--- src/rtl/reg_file_write_arbiter_if.sv ---
// Write-request bundle between the register file's requesters and the
// write arbiter: per-requester valid/ready plus target id, data and mask.
interface reg_file_write_arbiter_if #(
    parameter int NUM_REQUESTERS = 4,
    parameter int ID_WIDTH       = 4,
    parameter int REGISTER_WIDTH = 32
);
    logic [NUM_REQUESTERS-1:0]                     req_valid;
    logic [NUM_REQUESTERS-1:0]                     req_ready;
    logic [NUM_REQUESTERS-1:0][ID_WIDTH-1:0]       req_id;
    logic [NUM_REQUESTERS-1:0][REGISTER_WIDTH-1:0] req_data;
    logic [NUM_REQUESTERS-1:0][REGISTER_WIDTH-1:0] req_mask;

    modport master (
        output req_valid, req_id, req_data, req_mask,
        input  req_ready
    );

    modport slave (
        input  req_valid, req_id, req_data, req_mask,
        output req_ready
    );
endinterface

--- src/rtl/reg_file_write_arbiter.sv ---
// Shares the register file's direct write port: one grant per cycle,
// masked read-modify-write with forwarding from the in-flight write.
module reg_file_write_arbiter #(
    parameter int NUM_REQUESTERS = 4,
    parameter int NUM_REGISTERS  = 16,
    parameter int REGISTER_WIDTH = 32,
    parameter int ID_WIDTH       = $clog2(NUM_REGISTERS),
    parameter int BUS_PRIORITY   = 1
) (
    input  logic clk,
    input  logic rst_n,
    reg_file_write_arbiter_if.slave req,
    input  logic [NUM_REGISTERS-1:0][REGISTER_WIDTH-1:0] i_reg_read_data,
    output logic [NUM_REGISTERS-1:0]                     o_write_req,
    output logic [NUM_REGISTERS-1:0][REGISTER_WIDTH-1:0] o_write_data,
    output logic                                         o_id_error,
    output logic                                         o_busy
);
    localparam int PW = $clog2(NUM_REQUESTERS);

    logic [PW-1:0]             rr_ptr;
    logic [PW-1:0]             rr_nxt;
    logic [PW-1:0]             gnt_idx;
    logic                      found;
    logic                      rr_win;
    logic                      accept;
    int                        k;
    int                        nk;

    logic [ID_WIDTH-1:0]       sel_id;
    logic [REGISTER_WIDTH-1:0] sel_data;
    logic [REGISTER_WIDTH-1:0] sel_mask;
    logic [REGISTER_WIDTH-1:0] rd_val;
    logic [REGISTER_WIDTH-1:0] base;
    logic [REGISTER_WIDTH-1:0] merged;
    logic                      in_range;

    logic                      stg_valid;
    logic [ID_WIDTH-1:0]       stg_id;
    logic [REGISTER_WIDTH-1:0] stg_data;

    // Index 0 is excluded from the rotation when the bus has priority.
    always_comb begin
        found   = 1'b0;
        rr_win  = 1'b0;
        gnt_idx = '0;
        k       = 0;
        if (BUS_PRIORITY != 0 && req.req_valid[0]) begin
            found = 1'b1;
        end else begin
            for (int o = 0; o < NUM_REQUESTERS; o++) begin
                k = int'(rr_ptr) + o;
                if (k >= NUM_REQUESTERS) k = k - NUM_REQUESTERS;
                if (!found && req.req_valid[PW'(k)] &&
                    !(BUS_PRIORITY != 0 && k == 0)) begin
                    found   = 1'b1;
                    rr_win  = 1'b1;
                    gnt_idx = PW'(k);
                end
            end
        end
    end

    always_comb begin
        nk = int'(gnt_idx) + 1;
        if (nk >= NUM_REQUESTERS) nk = 0;
        if (BUS_PRIORITY != 0 && nk == 0) nk = 1;
        rr_nxt = PW'(nk);
    end

    assign accept        = found && rst_n;
    assign req.req_ready = accept ? (NUM_REQUESTERS'(1) << gnt_idx) : '0;

    assign sel_id   = req.req_id[gnt_idx];
    assign sel_data = req.req_data[gnt_idx];
    assign sel_mask = req.req_mask[gnt_idx];

    always_comb begin
        in_range = 1'b0;
        rd_val   = '0;
        for (int r = 0; r < NUM_REGISTERS; r++) begin
            if (sel_id == ID_WIDTH'(r)) begin
                in_range = 1'b1;
                rd_val   = i_reg_read_data[r];
            end
        end
    end

    // The register file lags one cycle behind the stage, so forward it.
    assign base   = (stg_valid && stg_id == sel_id) ? stg_data : rd_val;
    assign merged = (base & ~sel_mask) | (sel_data & sel_mask);

    always_ff @(posedge clk or negedge rst_n) begin
        if (!rst_n) begin
            stg_valid  <= 1'b0;
            stg_id     <= '0;
            stg_data   <= '0;
            rr_ptr     <= '0;
            o_id_error <= 1'b0;
        end else begin
            stg_valid  <= accept && in_range;
            o_id_error <= accept && !in_range;
            if (accept) begin
                stg_id   <= sel_id;
                stg_data <= merged;
            end
            if (accept && rr_win) rr_ptr <= rr_nxt;
        end
    end

    always_comb begin
        o_write_req  = '0;
        o_write_data = '0;
        for (int r = 0; r < NUM_REGISTERS; r++) begin
            if (stg_valid && stg_id == ID_WIDTH'(r)) begin
                o_write_req[r]  = 1'b1;
                o_write_data[r] = stg_data;
            end
        end
    end

    assign o_busy = stg_valid;
endmodule

--- src/flat_wrapper.sv ---
// flat-port wrapper written by rule: the top's interface ports become plain ports
module reg_file_write_arbiter_flat 
#(
    parameter int NUM_REQUESTERS = 4,
    parameter int NUM_REGISTERS  = 16,
    parameter int REGISTER_WIDTH = 32,
    parameter int ID_WIDTH       = $clog2(NUM_REGISTERS),
    parameter int BUS_PRIORITY   = 1
)
  (clk, rst_n, i_reg_read_data, o_write_req, o_write_data, o_id_error, o_busy, req_req_valid, req_req_id, req_req_data, req_req_mask, req_req_ready);
  reg_file_write_arbiter_if #(.NUM_REQUESTERS(NUM_REQUESTERS), .ID_WIDTH(ID_WIDTH), .REGISTER_WIDTH(REGISTER_WIDTH)) req_i ();
  input  logic clk;
  input  logic rst_n;
  input  logic [NUM_REGISTERS-1:0][REGISTER_WIDTH-1:0] i_reg_read_data;
  output logic [NUM_REGISTERS-1:0] o_write_req;
  output logic [NUM_REGISTERS-1:0][REGISTER_WIDTH-1:0] o_write_data;
  output logic o_id_error;
  output logic o_busy;
  input wire logic [$bits(req_i.req_valid)-1:0] req_req_valid;
  input wire logic [$bits(req_i.req_id)-1:0] req_req_id;
  input wire logic [$bits(req_i.req_data)-1:0] req_req_data;
  input wire logic [$bits(req_i.req_mask)-1:0] req_req_mask;
  output wire logic [$bits(req_i.req_ready)-1:0] req_req_ready;
  assign req_i.req_valid = req_req_valid;
  assign req_i.req_id = req_req_id;
  assign req_i.req_data = req_req_data;
  assign req_i.req_mask = req_req_mask;
  assign req_req_ready = req_i.req_ready;
  reg_file_write_arbiter #(.NUM_REQUESTERS(NUM_REQUESTERS), .NUM_REGISTERS(NUM_REGISTERS), .REGISTER_WIDTH(REGISTER_WIDTH), .ID_WIDTH(ID_WIDTH), .BUS_PRIORITY(BUS_PRIORITY)) u_core (.clk(clk), .rst_n(rst_n), .req(req_i), .i_reg_read_data(i_reg_read_data), .o_write_req(o_write_req), .o_write_data(o_write_data), .o_id_error(o_id_error), .o_busy(o_busy));
endmodule
--- config.mk ---
export PLATFORM = sky130hd
export DESIGN_NAME = reg_file_write_arbiter_flat
export DESIGN_NICKNAME = d
export VERILOG_FILES = /design/src/rtl/reg_file_write_arbiter_if.sv /design/src/rtl/reg_file_write_arbiter.sv /design/src/flat_wrapper.sv
export SDC_FILE = /design/constraint.sdc
export NUM_CORES = 1
export LEC_CHECK = 0
export ABC_AREA = 1
export CAP_MARGIN = 20
export CORE_AREA = 3 3 508 510
export CTS_CLUSTER_DIAMETER = 60
export CTS_CLUSTER_SIZE = 16
export DETAILED_ROUTE_END_ITERATION = 8
export DIE_AREA = 0 0 511 513
export DONT_BUFFER_PORTS = 1
export GPL_ROUTABILITY_DRIVEN = 0
export SLEW_MARGIN = 20
export SYNTH_ARGS = -nofsm -noshare
export SYNTH_HDL_FRONTEND = slang
export SYNTH_SLANG_ARGS = --single-unit
--- constraint.sdc ---
create_clock -name clk -period 4.4 [get_ports clk]
set_input_delay 0.88 -clock clk [delete_from_list [all_inputs] [get_ports clk]]
set_output_delay 0.88 -clock clk [all_outputs]
set_load 0.01 [all_outputs]
* Yosys cells after proc, flatten, opt, wreduce, memory -nomap -nowiden
Cells that the tools add are included.
W data, S select, Z words.
** Storage, ports and cells
- Flip-flop bits (word level) :: 40
- Input bits :: 790
- Output and inout bits :: 534
- Logic and storage cells :: 213
** Cells by class
- $add $sub $neg :: 8
- Order comparisons :: 10
- Eq/ne operators :: 31
- Shifts and indexed selects :: 1
- Mux-type cells :: 111
- Bitwise gates (word level) :: 4
- Reductions and logical operators :: 43
** Operator list (count)
- $mux W32 :: 43
- $logic_not A32 Y1 :: 5
- $bmux W32 S2 :: 2
- $ge A32 B4 Y1 const B :: 4
- $sub A32 B4 Y32 const B :: 3
- $and A32 B32 Y32 :: 2
- $eq A4 B4 Y1 const B :: 16
- $mux W1 :: 52
- $eq A4 B3 Y1 const B :: 8
- $not A32 Y32 :: 1
- $or A32 B32 Y32 :: 1
- $logic_and A1 B1 Y1 :: 28
- $eq A4 B2 Y1 const B :: 4
- $lt A2 B4 Y1 const B :: 4
- $mux W2 :: 6
- $bmux W1 S2 :: 4
- $bmux W4 S2 :: 1
- $eq A4 B1 Y1 const B :: 2
- $logic_not A1 Y1 :: 8
- $logic_not A4 Y1 :: 2
- $mux W4 :: 2
- $add A2 B1 Y3 const B :: 2
- $add A2 B2 Y3 const B :: 2
- $eq A4 B4 Y1 :: 1
- other kinds (5) :: 5

* Depth between registers and ports, before layout
Gate-level depths: netlist of the first run.
- Depth after elaboration :: 46
- Depth in mapped cells :: 31
- Gate-level depth less buffers :: 30

* Worst setup path after synthesis of the first run
Ideal clock, no wire load.
- Kind :: input to output
- Start point :: input req_req_valid[3]
- End point :: output req_req_ready[1]
- Arrival time :: 2.913 ns
- Required time :: 3.520 ns
- Setup slack :: 0.607 ns
- Stages :: 15
- Path buffers :: 3
- Cell sequence :: nand2_1 nand3_2 nand3_2 nand2_1 a21oi_2 nand2_4 nand2_8 nand2_4 inv_2 buf_2 clkbuf_1 buf_1 ha_1 inv_1 nor2_1
** Between the ends
- Cells in the longest elaborated chain, start to end :: 23
- Elaborated cells on any way between the ends :: 38
- Those cells by class :: shift: 1; mux: 26; reduce/logical: 11
** Ends and longest elaborated chain
- from (decl) :: RTL line flat_wrapper.sv:19 : input wire logic [$bits(req_i.req_valid)-1:0] req_req_valid;
- $bmux W1 S2 :: RTL line reg_file_write_arbiter.sv:54 : if (!found && req.req_valid[PW'(k)] &&
- $mux W1 (implied by the code) (2 in a row) :: RTL line reg_file_write_arbiter.sv:54
- $logic_and A1 B1 Y1 :: RTL line reg_file_write_arbiter.sv:54
- $mux W1 :: RTL line reg_file_write_arbiter.sv:54
- $mux W1 :: RTL line reg_file_write_arbiter.sv:48 : if (BUS_PRIORITY != 0 && req.req_valid[0]) begin
- $logic_not A1 Y1 :: RTL line reg_file_write_arbiter.sv:54
- $logic_and A1 B1 Y1 (2 in a row) :: RTL line reg_file_write_arbiter.sv:54
- $mux W1 :: RTL line reg_file_write_arbiter.sv:54
- (+4 left out)
- $mux W1 :: RTL line reg_file_write_arbiter.sv:54
- $mux W1 :: RTL line reg_file_write_arbiter.sv:48
- $logic_not A1 Y1 :: RTL line reg_file_write_arbiter.sv:54
- $logic_and A1 B1 Y1 (2 in a row) :: RTL line reg_file_write_arbiter.sv:54
- $mux W2 or $mux W1 (tied branches) :: RTL line reg_file_write_arbiter.sv:54
- $mux W2 or $mux W1 (tied branches) :: RTL line reg_file_write_arbiter.sv:48
- $shl A1 B2 Y4 or $logic_and A1 B1 Y1 (tied branches) :: RTL line reg_file_write_arbiter.sv:72, reg_file_write_arbiter.sv:71
- $mux W4 (*) :: RTL line reg_file_write_arbiter.sv:72 : assign req.req_ready = accept ? (NUM_REQUESTERS'(1) << gnt_idx) : '0;
- to (decl) :: RTL line flat_wrapper.sv:23 : output wire logic [$bits(req_i.req_ready)-1:0] req_req_ready;
Mark *: on every way between the ends. The rest lies on a longest branch, timed or not. The select of a mux whose other input is x is not followed.

==> qor.yml, run 1 <==
grt_pass1_vias: 16600
nNetsFinal: 3309
synth-async-reset-ratio_pct: 100
core.rowCount: 185
drtIter0Drc: 2373
die-height_um: 513
routed_wl_mm: 201
cp.required_ns: 4.63
critPathMaxFanout: 8
start_util_pct: 4.54
final_cell_mix: "nor2_1, nand2_1, buf_4, a21oi_1, inv_1"
p_leak_nw: 7.36
clock_power_share_pct: 1.4
worst_setup_path_start_kind: "flop"
ys.flop_type: "dfrtp_1"
syn_area_per_cell_um2: 4.78
grt_pass1_wl_mm: 234
worst_pin_slew_ns: 1.31
drc_errors: 0
slew_violations: 0
vias: 19700
cts.path.max_buffers: 2
area_delta_synth_final_pct: 63.5
arrival_ns: 4.58
status: "complete, no violations"
hpwl_mm: 178
insertion_delay_ns: 0.33
cap_viol_max_count: 0
p_switching_mw: 21.6
drt-vias-per-instance: 3.32
root_buffer: "clkbuf_16"
hold_viol: 0
path_class: "flop to flop"
grt_max_degree: 67
relSlewSlack_pct: 12.7
port_buffers: 0
finalInstanceArea_um2: 18900
ys_types: 41
synth_xor_area_share_pct: 0.152
cts_num_sinks: 40
ys_ff_latch: 40
post-route-min-period_ns: 4.35
grt_overflow_total: 0
core-area_um2: 254000
cts_hold_buf: 0
clock.fmax_mhz: 230
place_area_um2: 17700
synth_cells: 2413
antenna_found_initial: 175
cpMostUsedCell: "nand2_1"
synth-edff-count: 0
worst_setup_path_end_kind: "flop"
synthAdderAreaFrac_pct: 0.868
rsz0062_at_grt: "yes"
yosysWarningCount: 0
power_frac_seq_pct: 2.3
min_path_type: "primary input to asynchronous set/reset pin"
path_buf_inv: 6
drive_gt1_share_pct: 19.3
grt_use_total_pct: 14.3
cpLargestDelayFamily: "simple AND/OR/NAND/NOR gates"
finalSetupViolCount: 0
synth_mux_area_share_pct: 0
vdd_drop_max_mv: 0.562
crit_path_top_delay_cell: "nand4_1"
instances_no_fill: 5941
cpPeakStageDelay_ns: 0.47
p_sw_share_pct: 65.4
cts.reportedPaths.clkPinSlew_ns: 0.09
skew_ns: 0.0107
dp.cells: 5853
fillCellCount: 30100
synth_compound_area_share_pct: 18.2
cts_inserted_buffers: 5
synth_fp_nets: 3211
pin_count: 1324
final_common_cell: "nor2_1"
post_drt_wl_per_cell_um: 33.9
die_area_um2: 262000
drt_pass1_iterations: 9
synth_top_family_by_area: "simple AND/OR/NAND/NOR gates"
p_per_area_nw_per_um2: 1750
cts_tree: "yes"
intPower_mw: 11.4
ant_nets: 0
synthSimpleGateAreaFrac_pct: 59.0
htree_num_levels: 2
pwr-share-comb_pct: 96.3
ys_seq_area_share_pct: 8.68
timing.final.crit_share_pct: 98.9
die_w_um: 511
syn-cell-area_um2: 11500
cell type report:
| type | instances | area [um^2] | area share [%] |
|---|---|---|---|
| repair buffers | 277 | 3060 | 16.2 |
| well taps | 3366 | 4210 | 22.3 |
| clock inverters | 2 | 10.0 | 0.0531 |
| diodes | 63 | 158 | 0.836 |
| flip-flops and latches | 40 | 1000 | 5.31 |
| inverters | 174 | 684 | 3.63 |
| multi-input cells | 2013 | 9590 | 50.9 |
| clock buffers | 6 | 139 | 0.737 |
per-stage QoR:
stage	setup TNS (ns)	hold WS (ns)	setup slack, ns	power (mW)	utilization (%)
floorplan	0	0.491	0.607	10.7	-
global placement	-13.17	0.506	-1.03	32.5	6.98
detailed placement	-9.34	0.515	-0.838	32.5	6.98
CTS	-0.135	0.209	-0.135	33.8	7.13
global route	-0.572	0.216	-0.146	35.6	7.39
finish	0	0.247	0.0469	33.0	7.42
path summary, 6_finish.rpt:
path,depth (start not counted),slack (ns),startpoint,to
min in group clk,2,0.53,flop,flop
worst max-delay path,31,0.05,u_core.rr_ptr[0],flop
max in group asynchronous,0,3.99,rst_n,asynchronous set/reset pin
worst max register to register,31,0.05,u_core.rr_ptr[0],flop
worst min-delay path,0,0.25,rst_n,asynchronous set/reset pin
worst min register to register,2,0.53,flop,flop
synthesized netlist by cell type (9+ instances only):
| cell type | count | area [um^2] |
|---|---|---|
| clkbuf_1 | 128 | 480 |
| nand2_4 | 9 | 101 |
| or2_2 | 13 | 81.3 |
| o22a_1 | 27 | 236 |
| dfrtp_1 | 40 | 1000 |
| inv_2 | 18 | 67.6 |
| nand2_1 | 564 | 2120 |
| nand2_2 | 13 | 81.3 |
| or2_1 | 9 | 56.3 |
| o21ai_0 | 105 | 526 |
| o21ai_1 | 22 | 110 |
| buf_2 | 31 | 155 |
| a21oi_1 | 178 | 891 |
| o22ai_1 | 10 | 62.6 |
| buf_4 | 10 | 75.1 |
| nand3_1 | 106 | 531 |
| buf_6 | 10 | 113 |
| inv_1 | 150 | 563 |
| nor2_1 | 795 | 2980 |
| a211oi_1 | 27 | 203 |
| nand4_1 | 82 | 513 |
power by group through the flow:
stage | logic (mW) | registers, mW | clock network [mW]
detailed placement | 31.8 | 0.748 | 0
floorplan | 10.0 | 0.679 | 0
global placement | 31.8 | 0.747 | 0
global route | 34.4 | 0.763 | 0.508
finish | 31.8 | 0.743 | 0.466
CTS | 32.5 | 0.744 | 0.510
per-layer routing:
layer / track usage (%) / vias to the layer above / wire (um)
li1: - / 7924 / -
met4: 4.60 / 136 / 8230
met2: 25.0 / 1887 / 96900
met5: 0 / - / 924
met1: 15.0 / 9230 / 70400
met3: 7.04 / 525 / 24700
repair_timing:
item                       in CTS  in global routing
setup endpoints to repair      31                 32
gates cloned                    0                  0
setup buffers                   5                 18
pin swaps                      25                 64
gates resized for setup        57                122
cell families (layout without fill, tap and decap cells):
kind of cell             count (synthesis)  after routing
AND/OR/NAND/NOR                       1626           1626
AO/OA/AOI/OAI                          376            376
buffers and inverters                  360            459
flip-flops                              40             40
adder cells (fa/ha/maj)                  8              8
XOR/XNOR                                 2              2
other                                    1             64
Note: power is estimated with default switching activity, not from simulation.
==> run 2, diff against run 1 <==
- ABC_CLOCK_PERIOD_IN_PS: unset -> 3700
- CORE_AREA: 3 3 508 510 -> 3 3 509 511
- DIE_AREA: 0 0 511 513 -> 0 0 512 514
- clock period: 4.4 -> 3.7 ns (I/O delays scaled with it)
==> run 2 against run 1 <==
Critical path type unchanged. Largest power group unchanged. Fmax up 3.7%. Clock power up 20%. The flow now finishes with violations (negative setup slack). Core utilization is 0.94 points higher.
==> qor.yml, run 2 (synthesis gave the netlist of run 1 again) <==
start_util_pct: 4.53
finalInstanceArea_um2: 21300
drive_gt1_share_pct: 28.4
drt_pass1_iterations: 6
final_cell_mix: "nor2_1, nand2_1, buf_4, a21oi_1, inv_1"
cts_num_sinks: 40
instances_no_fill: 6162
grt_max_degree: 62
core.rowCount: 185
rsz0062_at_grt: "yes"
layout_setup_ws_ns: -0.497
hold_viol: 0
worst_setup_path_start_kind: "flop"
relSlewSlack_pct: 21.7
arrival_ns: 4.42
insertion_delay_ns: 0.35
drt-vias-per-instance: 3.36
die_area_um2: 263000
cts_inserted_buffers: 5
core-area_um2: 254000
grt_use_total_pct: 15.3
path_buf_inv: 10
cts.path.max_buffers: 2
grt_pass1_vias: 17600
root_buffer: "clkbuf_16"
crit_path_top_delay_cell: "dfrtp_1"
clock.fmax_mhz: 238
worst_setup_path_end_kind: "flop"
grt_pass1_wl_mm: 248
slew_violations: 0
cpPeakStageDelay_ns: 0.41
drtIter0Drc: 2360
dp.cells: 5967
grt_overflow_total: 0
fillCellCount: 30000
post_drt_wl_per_cell_um: 34.9
final_common_cell: "nor2_1"
cpLargestDelayFamily: "simple AND/OR/NAND/NOR gates"
finalSetupViolCount: 34
ant_nets: 0
place_ws_ns: -1.08
die-height_um: 514
p_total_mw: 42.3
area_delta_synth_final_pct: 84.4
skew_ns: 0.0153
vias: 20700
routed_wl_mm: 215
antenna_found_initial: 212
vdd_drop_max_mv: 0.657
path_class: "flop to flop"
pin_count: 1324
violations: "negative setup slack"
htree_num_levels: 2
p_leak_nw: 8.58
timing.final.crit_share_pct: 113
cp.required_ns: 3.92
cts.reportedPaths.clkPinSlew_ns: 0.08
nNetsFinal: 3463
cap_viol_max_count: 0
min_path_type: "primary input to asynchronous set/reset pin"
place_area_um2: 18600
drc_errors: 0
post-route-min-period_ns: 4.20
cts_tree: "yes"
port_buffers: 0
die_w_um: 512
worst_pin_slew_ns: 1.17
p_per_area_nw_per_um2: 1990
critPathMaxFanout: 8
hpwl_mm: 187
status: "finished with violations"
run 2: changes by cell type in the layout (fill, tap and decap cells not counted), sizes merged:
cell / delta
bufbuf: +6
inv: +1
diode: +67
nand2: +1
clkinv: -3
clkinvlp: +2
buf: +147
run 2: final cells by class:
class	instances	area [um^2]	area share (%)
clock inverters	2	15.0	0.0706
repair buffers	430	4630	21.8
flip-flops and latches	40	1000	4.71
well taps	3366	4210	19.8
diodes	130	325	1.53
inverters	174	681	3.20
multi-input cells	2014	10300	48.2
clock buffers	6	139	0.653
run 2: worst register-to-register path: cells and delay by family (launching register included):
family / cells / cell delay [ns]
AND/OR/NAND/NOR: 14 / 1.57
adder cells (fa/ha/maj): 1 / 0.25
buffers and inverters: 10 / 1.32
flip-flops: 1 / 0.41
AO/OA/AOI/OAI: 4 / 0.56
run 2: timing repair:
action / 4_1_cts / 5_1_grt
pin swaps: 107 / 107
hold buffers: 0 / 0
buffers inserted: 49 / 10
gates cloned: 8 / 0
endpoints found under the setup margin: 36 / 36
resized for setup: 311 / 79
run 2: stage by stage:
step                util (%)  hold slack [ns]  TNS, ns
floorplan                  -            0.444        0
global placement        7.30            0.451   -24.41
detailed placement      7.30            0.450   -21.30
CTS                     8.11           0.0659   -11.88
global route            8.29           0.0703   -17.12
finish                  8.36           0.0984   -10.35
run 2: final timing paths:
path                                   from                          to  slack [ns]  depth (start not counted)
max                        u_core.rr_ptr[0]                        flop       -0.50                         29
min                                   rst_n  asynchronous set/reset pin         0.1                          0
max reg2reg                u_core.rr_ptr[0]                        flop       -0.50                         29
min reg2reg                            flop                        flop        0.53                          2
max in group asynchronous             rst_n  asynchronous set/reset pin        3.43                          0
min in group clk                       flop                        flop        0.53                          2
run 2: where the power goes:
group	internal, mW	total, mW	switching [mW]
Sequential	0.691	0.870	0.179
Clock	0.272	0.560	0.288
Combinational	14.9	40.9	26.1
run 2: layer usage:
layer | vias up | track usage (%) | wire [um]
met5 | - | 0 | 1040
met4 | 124 | 7.49 | 11100
met3 | 533 | 7.31 | 25700
met2 | 1969 | 26.2 | 104000
met1 | 9765 | 15.5 | 73300
li1 | 8306 | - | -
==> run 3, diff against run 2 <==
- SETUP_SLACK_MARGIN: unset -> 0.5
==> run 3 against run 2 <==
The flow finishes with violations (antenna violations, negative setup slack). Final area is 4.6% higher. Sequential cell count unchanged. Clock skew is 0.0078 ns higher. Largest cell class unchanged. Via count rose by 0.78%. Non-clock buffer count is 11 higher. Hold slack improved by 0.0072 ns. Sequential share of layout area shrank 0.19 points. Highest routed layer unchanged. Critical path type unchanged.
==> qor.yml, run 3 (synthesis gave the netlist of run 1 again) <==
critPathMaxFanout: 9
status: "finished with violations"
cpMostUsedCell: "buf_12"
cts_inserted_buffers: 5
drc_errors: 0
die_w_um: 512
insertion_delay_ns: 0.34
multi_input_area_um2: 10800
violations: "antenna violations, negative setup slack"
instances_no_fill: 6139
arrival_ns: 4.31
grt_pass1_vias: 18000
cap_viol_max_count: 0
hold_viol: 0
p_leak_nw: 8.99
port_buffers: 0
area_delta_synth_final_pct: 93.0
nNetsFinal: 3476
cts_hold_buf: 0
post-route-min-period_ns: 4.08
antenna_found_initial: 195
skew_ns: 0.0231
register_area_um2: 1000
worst_setup_path_start_kind: "flop"
start_util_pct: 4.53
cpPeakStageDelay_ns: 0.42
cts.reportedPaths.clkPinSlew_ns: 0.08
grt_overflow_total: 0
grt_use_total_pct: 15.3
core-area_um2: 254000
drt-vias-per-instance: 3.40
path_class: "flop to flop"
min_path_type: "primary input to asynchronous set/reset pin"
worst_pin_slew_ns: 1.14
vdd_drop_max_mv: 0.671
final_common_cell: "nor2_1"
crit_path_top_delay_cell: "dfrtp_1"
clock.fmax_mhz: 245
post_drt_wl_per_cell_um: 35.9
layout_setup_ws_ns: -0.381
cts_tree: "yes"
grt_pass1_wl_mm: 250
drive_gt1_share_pct: 32.3
htree_num_levels: 2
core.rowCount: 185
timing.final.crit_share_pct: 110
p_per_area_nw_per_um2: 2060
hpwl_mm: 187
drtIter0Drc: 2464
slew_violations: 0
final_cell_mix: "nor2_1, nand2_1, buf_4, a21oi_1, inv_1"
vias: 20900
cts_num_sinks: 40
relSlewSlack_pct: 24.0
finalSetupViolCount: 34
grt_max_degree: 85
routed_wl_mm: 221
fillCellCount: 29900
drt_pass1_iterations: 8
root_buffer: "clkbuf_16"
dp.cells: 5935
die-height_um: 514
pin_count: 1324
p_total_mw: 45.9
finalInstanceArea_um2: 22300
die_area_um2: 263000
reg2reg_depth: 30
rsz0062_at_grt: "yes"
cp.required_ns: 3.93
ant_nets: 1
place_area_um2: 18400
worst_setup_path_end_kind: "flop"
place_ws_ns: -1.19
cts.path.max_buffers: 2
run 3: final cells by class:
cell class	instances	area share, %
timing repair inverter	1	0.0281
antenna	94	1.06
timing repair buffer	441	22.8
clock inverter	1	0.0337
inverter	174	3.31
sequential	40	4.51
tap	3366	18.9
multi-input combinational	2015	48.7
clock buffer	7	0.641
run 3: timing repair:
| item | 4_1_cts | 5_1_grt |
|---|---|---|
| pin swaps | 181 | 120 |
| endpoints found under the setup margin | 390 | 64 |
| resized for setup | 479 | 107 |
| setup buffers | 59 | 26 |
| gates cloned | 9 | 8 |
| hold endpoints to repair | 0 | 0 |
run 3: worst paths after layout:
kind                             startpoint                         end  slack (ns)
min in group clk                       flop                        flop        0.52
hold reg to reg                        flop                        flop        0.52
max in group asynchronous             rst_n            u_core.stg_id[0]        3.42
setup reg to reg           u_core.rr_ptr[0]                        flop       -0.38
hold / removal                        rst_n  asynchronous set/reset pin        0.11
setup / recovery           u_core.rr_ptr[0]                        flop       -0.38
run 3: power breakdown:
group,internal [mW],switching [mW],total [mW]
logic,16.8,27.6,44.4
clock network,0.272,0.277,0.549
registers,0.695,0.189,0.884
run 3: critical path, delay by kind of cell (launching register included):
family,cells,cell delay (ns)
DFF,1,0.42
and+or+nand+nor,14,1.55
buffers and inverters,12,1.34
adders and majority gates,1,0.21
AOI/OAI and AO/OA,3,0.41
run 3: routing by layer:
metal	vias up	GRT usage, %	wire length (um)
met5	-	0	815
met4	120	5.62	10500
li1	8320	-	-
met3	575	7.48	26900
met1	9818	15.9	77300
met2	2025	26.6	105000
run 3: through the flow:
stage	util [%]	setup TNS (ns)	hold WS [ns]
2_1_floorplan	-	0	0.444
3_3_place_gp	7.22	-26.05	0.452
3_5_place_dp	7.23	-22.80	0.452
4_1_cts	8.31	-12.26	0.0715
5_1_grt	8.69	-16.46	0.0820
6_report	8.75	-9.34	0.106
